$ cat src/rtl/branch_predict_global.sv
// Gshare direction predictor: PHT indexed by PC ^ speculative GHR, prediction carried D->E->M,
// trained and checked in MEM, with a post-reset sweep that sets every counter to weak-not-taken.
module branch_predict_global #(
   parameter int PHT_DEPTH = 10
) (
   input  logic        clk,
   input  logic        rst,
   input  logic        stallD,
   input  logic        stallE,
   input  logic        stallM,
   input  logic        flushD,
   input  logic        flushE,
   input  logic        flushM,
   input  logic [31:0] pcF,
   input  logic        branchD,
   input  logic        pred_takeD,
   input  logic        branchM,
   input  logic        actual_takeM,
   input  logic        mispredictM,
   output logic        pred_globalD,
   output logic        global_errorM,
   output logic        ready
);

   localparam int PHT_SIZE = 2 ** PHT_DEPTH;

   typedef enum logic {S_INIT, S_RUN} state_t;

   state_t               state_q;
   logic [PHT_DEPTH-1:0] init_idx_q;
   logic                 ready_q;

   logic [PHT_DEPTH-1:0] ghr_spec_q, ghr_ret_q;
   logic [PHT_DEPTH-1:0] idx_f, idx_id_q, idx_ex_q, idx_mem_q;
   logic                 pred_f, pred_id_q, pred_ex_q, pred_mem_q;

   logic [1:0]           pht_q [PHT_SIZE];
   logic                 pht_we;
   logic [PHT_DEPTH-1:0] pht_waddr;
   logic [1:0]           pht_wdata, cnt_mem;

   logic                 unused_pc;

   assign unused_pc = ^{pcF[31:PHT_DEPTH+2], pcF[1:0]};

   assign idx_f   = pcF[PHT_DEPTH+1:2] ^ ghr_spec_q;
   assign pred_f  = ready_q & pht_q[idx_f][1];
   assign cnt_mem = pht_q[idx_mem_q];

   assign pred_globalD  = pred_id_q;
   assign global_errorM = branchM & (pred_mem_q != actual_takeM);
   assign ready         = ready_q;

   always_ff @(posedge clk) begin
      if (rst) begin
         state_q    <= S_INIT;
         init_idx_q <= '0;
         ready_q    <= 1'b0;
      end else begin
         case (state_q)
            S_INIT: begin
               init_idx_q <= init_idx_q + PHT_DEPTH'(1);
               if (init_idx_q == {PHT_DEPTH{1'b1}}) begin
                  state_q <= S_RUN;
                  ready_q <= 1'b1;
               end
            end
            S_RUN: begin
               state_q <= S_RUN;
               ready_q <= 1'b1;
            end
            default: begin
               state_q    <= S_INIT;
               init_idx_q <= '0;
               ready_q    <= 1'b0;
            end
         endcase
      end
   end

   // Single write port: the sweep owns it during INIT, MEM training afterwards.
   always_comb begin
      pht_we    = 1'b0;
      pht_waddr = idx_mem_q;
      pht_wdata = cnt_mem;
      if (state_q == S_INIT) begin
         pht_we    = 1'b1;
         pht_waddr = init_idx_q;
         pht_wdata = 2'b01;
      end else if (branchM && !stallM && ready_q) begin
         pht_we = 1'b1;
         if (actual_takeM)
            pht_wdata = (cnt_mem == 2'b11) ? 2'b11 : cnt_mem + 2'b01;
         else
            pht_wdata = (cnt_mem == 2'b00) ? 2'b00 : cnt_mem - 2'b01;
      end
   end

   always_ff @(posedge clk) begin
      if (pht_we && !rst)
         pht_q[pht_waddr] <= pht_wdata;
   end

   always_ff @(posedge clk) begin
      if (rst || flushD) begin
         pred_id_q <= 1'b0;
         idx_id_q  <= '0;
      end else if (!stallD) begin
         pred_id_q <= pred_f;
         idx_id_q  <= idx_f;
      end

      if (rst || flushE) begin
         pred_ex_q <= 1'b0;
         idx_ex_q  <= '0;
      end else if (!stallE) begin
         pred_ex_q <= pred_id_q;
         idx_ex_q  <= idx_id_q;
      end

      if (rst || flushM) begin
         pred_mem_q <= 1'b0;
         idx_mem_q  <= '0;
      end else if (!stallM) begin
         pred_mem_q <= pred_ex_q;
         idx_mem_q  <= idx_ex_q;
      end
   end

   // Recovery rebuilds speculative history from the retired copy and beats any ID shift.
   always_ff @(posedge clk) begin
      if (rst) begin
         ghr_spec_q <= '0;
         ghr_ret_q  <= '0;
      end else if (ready_q) begin
         if (branchM && !stallM)
            ghr_ret_q <= {ghr_ret_q[PHT_DEPTH-2:0], actual_takeM};
         if (mispredictM)
            ghr_spec_q <= {ghr_ret_q[PHT_DEPTH-2:0], actual_takeM};
         else if (branchD && !stallD && !flushD)
            ghr_spec_q <= {ghr_spec_q[PHT_DEPTH-2:0], pred_takeD};
      end
   end

endmodule

$ cat config.mk
export PLATFORM = sky130hd
export DESIGN_NAME = branch_predict_global
export DESIGN_NICKNAME = d
export VERILOG_FILES = /design/src/rtl/branch_predict_global.sv
export SDC_FILE = /design/constraint.sdc
export NUM_CORES = 2
export LEC_CHECK = 0
export CAP_MARGIN = 10
export CORE_MARGIN = 3
export CORE_UTILIZATION = 30
export DETAILED_ROUTE_END_ITERATION = 16
export SYNTH_ARGS = -nofsm -noshare
export SYNTH_HDL_FRONTEND = slang
export SYNTH_SLANG_ARGS = --single-unit
$ cat constraint.sdc
create_clock -name clk -period 57.4 [get_ports clk]
set_input_delay 11.48 -clock clk [delete_from_list [all_inputs] [get_ports clk]]
set_output_delay 11.48 -clock clk [all_outputs]
set_load 0.02 [all_outputs]
==> run summary <==
Clock tree
- **worst-case clock buffer depth** 3
- **clock buffer count from CTS** 211
- **number of H-tree levels** 4
- **Post-CTS Setup Bufs** 0
- **clock network latency to the later pin of the worst-skew pair** 0.87 ns
- **Post-CTS Hold Fix Bufs** 0
- **CTS root buf** sky130_fd_sc_hd__clkbuf_16
- **clock sinks** 2,122
- **Resize count post-CTS** 0
- **clock-pin slew on the worst setup and hold paths** 0.06 ns
- **CTS tree** done

Detailed routing
- **total via count after detailed routing** 60,234
- **sum of met2 wire segment lengths after detailed routing** 148 mm
- **M1 WL** 117 mm
- **number of DRC violations after detailed-routing iteration 0** 8,972
- **aggregate routed wire length** 319 mm
- **post-route antenna net violation count** 0
- **number of detailed-routing iterations run before antenna repair** 6
- **average vias per placed instance** 5.83
- **Routed wire per std cell** 30.8 um
- **DRC viols** 0
- **top layer in use** met5
- **met3 WL post-DR** 37.9 mm

Power
- **Power Internal** 0.00249 W
- **sequential share of power** 0.530
- **combinational group share of total power** 0.030
- **Switching Power** 0.000668 W
- **overall power after layout** 0.00316 W
- **Power per Cell Area** 29.4 nW/um2
- **Switching Fraction** 0.212
- **Leak** 31.8 nW
- **worst vdd rail ir drop** 0.0312 mV
- **fraction of power consumed by the clock network** 0.441

Timing
- **transition at the pin with the smallest max-transition slack** 1.32 ns
- **time the worst path needs with I/O delays and setup** 24.48 ns
- **total negative slack** 0 ns
- **final count of pins violating max slew** 0
- **setup clock skew after layout** 0.0491 ns
- **share of the cycle needed by the critical path after routing** 0.427
- **unrepaired setup endpoints after global routing** no
- **count of final hold-check violations** 0
- **Max Clk Rate** 40.8 MHz
- **setup-violating endpoint count in the final report** 0
- **remaining max-slew budget at the tightest pin** 0.122

Synthesis
- **gate count after technology mapping** 6,088
- **most frequent cells after synthesis** 2,048 x sky130_fd_sc_hd__edfxtp_1, 1,146 x sky130_fd_sc_hd__nor2_1, 599 x sky130_fd_sc_hd__mux4_2, 368 x sky130_fd_sc_hd__mux2i_1, 335 x sky130_fd_sc_hd__nand2_1
- **register bit count reported by yosys** 2,122
- **Seq/Total Area, Yosys** 0.660
- **Netlist cell types** 79
- **nets in the synthesized netlist** 6,134
- **number of enable flip-flop cells after synthesis** 2,048
- **fraction of registers with async set or reset after synthesis** 0
- **dominant register cell in the synthesized netlist** sky130_fd_sc_hd__edfxtp_1
- **number of warning messages in the yosys log** 0
- **Post-Synthesis Cell Area** 95,500 um2
- **cell type contributing the most total cell area after synthesis** sky130_fd_sc_hd__edfxtp_1
- **leading post-synthesis cells by cell area** sky130_fd_sc_hd__edfxtp_1 64%, sky130_fd_sc_hd__mux4_2 14%, sky130_fd_sc_hd__nor2_1 4.5%, sky130_fd_sc_hd__mux2i_1 3.9%, sky130_fd_sc_hd__dfxtp_1 1.6%
- **most repeated cell in the gate-level netlist after synthesis** sky130_fd_sc_hd__edfxtp_1
- **share of Yosys cell area claimed by the top area cell type** 0.644
- **synthesized area per cell** 15.7 um2

Run
- **max-cap violation count** 0

Critical path
- **Crit Path Max Fanout** 6
- **cell family with the largest share of critical-path delay** buffers and inverters
- **Crit path top cell by count** sky130_fd_sc_hd__clkdlybuf4s50_1
- **library cell contributing the largest single delay on the critical path** sky130_fd_sc_hd__clkdlybuf4s50_1
- **classification of the worst setup path** primary input to output port
- **data required time at the worst endpoint** 45.92 ns
- **crit path cell chain** clkdlybuf4s50_1 > xor2_1 > and2_1 > clkdlybuf4s50_1
- **worst path buffer plus inverter count** 2
- **CP Launch Type** primary input
- **Critical Path Sink Type** output port
- **minimum setup slack among reg-to-reg paths** 47.01 ns
- **endpoint arrival time on the critical path** 13.00 ns
- **Slowest Stage Delay on Critical Path** 0.61 ns

GRT
- **overall global routing resource usage** 0.191
- **antenna violations before repair** 24
- **gr ovfl total** 0
- **maximum number of pins on one net before global-route repair** 234
- **via count of the first global-routing pass** 59,498
- **global-route wire length before repair** 447 mm

Placed design
- **Post-DP HPWL** 182 mm
- **cell area reported after detailed placement** 100,000 um2
- **number of buffers inserted by port buffering** 25
- **last weighted congestion value of the routability-driven placer** 0.854

Min path
- **min-delay worst type** flip-flop to flip-flop

Outcome
- **result of the run** finished clean

Floorplan
- **chip height** 570 um
- **floorplan die area** 325,000 um2
- **placement row count** 206
- **CORE AREA** 316,000 um2
- **Top Ports** 48
- **starting density of the core** 0.302
- **Die Wd** 570 um

Cells and area
- **Layout Area Growth over Synthesis** 12.5%
- **Final #Nets** 6,031
- **fraction of final layout cells with drive strength greater than 1** 0.194
- **Finished Cell Area** 107,000 um2

-- cell usage in the layout, fill, tap and decap left out, drive strengths merged, types with 8 or more instances in the layout --
master | netlist | layout
clkinvlp | 0 | 9
edfxtp | 2048 | 2048
nor3 | 42 | 42
nor4 | 9 | 9
mux4 | 610 | 610
o2111ai | 31 | 31
mux2 | 18 | 18
o21a | 8 | 8
o211ai | 15 | 15
o22ai | 44 | 44
a32oi | 9 | 9
mux2i | 368 | 368
inv | 13 | 20
nand4 | 32 | 32
clkbuf | 326 | 254
and2 | 12 | 12
bufinv | 0 | 23
nand2b | 16 | 16
a221oi | 93 | 93
clkdlybuf4s50 | 0 | 25
clkinv | 1 | 101
or2 | 8 | 8
dfxtp | 74 | 74
diode | 0 | 13
nand3 | 154 | 154
o221ai | 53 | 53
nand2 | 335 | 335
xor2 | 14 | 14
a211oi | 25 | 25
a31oi | 17 | 17
nor2 | 1146 | 1146
nor2b | 18 | 18
and3 | 8 | 8
xnor2 | 12 | 12
a22oi | 100 | 100
a21oi | 76 | 76
buf | 194 | 179
o21ai | 72 | 72
-- layer usage --
metal,up-vias,track usage
met4,16,0.0875
met5,-,0
met3,764,0.0488
met2,4140,0.299
met1,31417,0.249
li1,23897,-
-- cell type report --
type                       count  area (um2)
timing repair buffer         204        1970
multi-input combinational   3432       30300
fill                       29855      208000
sequential                  2122       63000
tap                         4160        5200
inverter                      14        55.1
clock buffer                 254        5550
clock inverter               139        1310
antenna                       13        32.5
-- cell families after synthesis --
family | share of synthesized area
compound gates | 0.0470
xor+xnor | 0.00258
fa+ha+maj | 0.000131
buf+inv | 0.0282
flops | 0.660
mux | 0.185
simple gates | 0.0774
-- flip-flops by register name, indices dropped and copies added, names as in the netlist, named ones only --
signal	cells
ghr_ret_q	9
ghr_spec_q	10
idx_ex_q	10
idx_id_q	10
idx_mem_q	10
init_idx_q	10
pht_q	2048
pred_ex_q	1
pred_globalD	1
pred_mem_q	1
ready	1
state_q	1
-- path summary, 6_finish.rpt --
path / depth (start not counted) / end / from
max: 4 / global_errorM / actual_takeM
min: 2 / ghr_ret_q[8] / ghr_ret_q[8]
max reg2reg: 16 / pht_q[400][0] / flip-flop
min reg2reg: 2 / ghr_ret_q[8] / ghr_ret_q[8]
-- power by group through the flow --
stage	Sequential (W)	Clock (W)	Combinational [W]
floorplan	0.00170	0	0.0000521
global placement	0.00170	0	0.0000913
detailed placement	0.00170	0	0.0000914
global route	0.00167	0.00147	0.0000957
CTS	0.00167	0.00141	0.0000915
finish	0.00167	0.00139	0.0000938
-- stage by stage --
stage                util  hold slack (ns)  setup WS (ns)  cells
floorplan               -            0.436          11.33   6088
global placement    0.317            0.449          32.89   9918
detailed placement  0.317            0.454          32.89   9919
CTS                 0.339            0.463          32.88  10312
global route        0.340            0.477          32.83  10325
finish              0.340            0.463          32.92  10338
-- worst register-to-register path: cells and delay by family (launching register included) --
kind                   cells  cell delay (ns)
AOI/OAI and AO/OA          6             2.85
and+or+nand+nor            1             0.11
DFF                        1             0.76
muxes                      2             1.02
buffers and inverters      7             5.17
No activity file was read; power rests on OpenSTA's default activity.
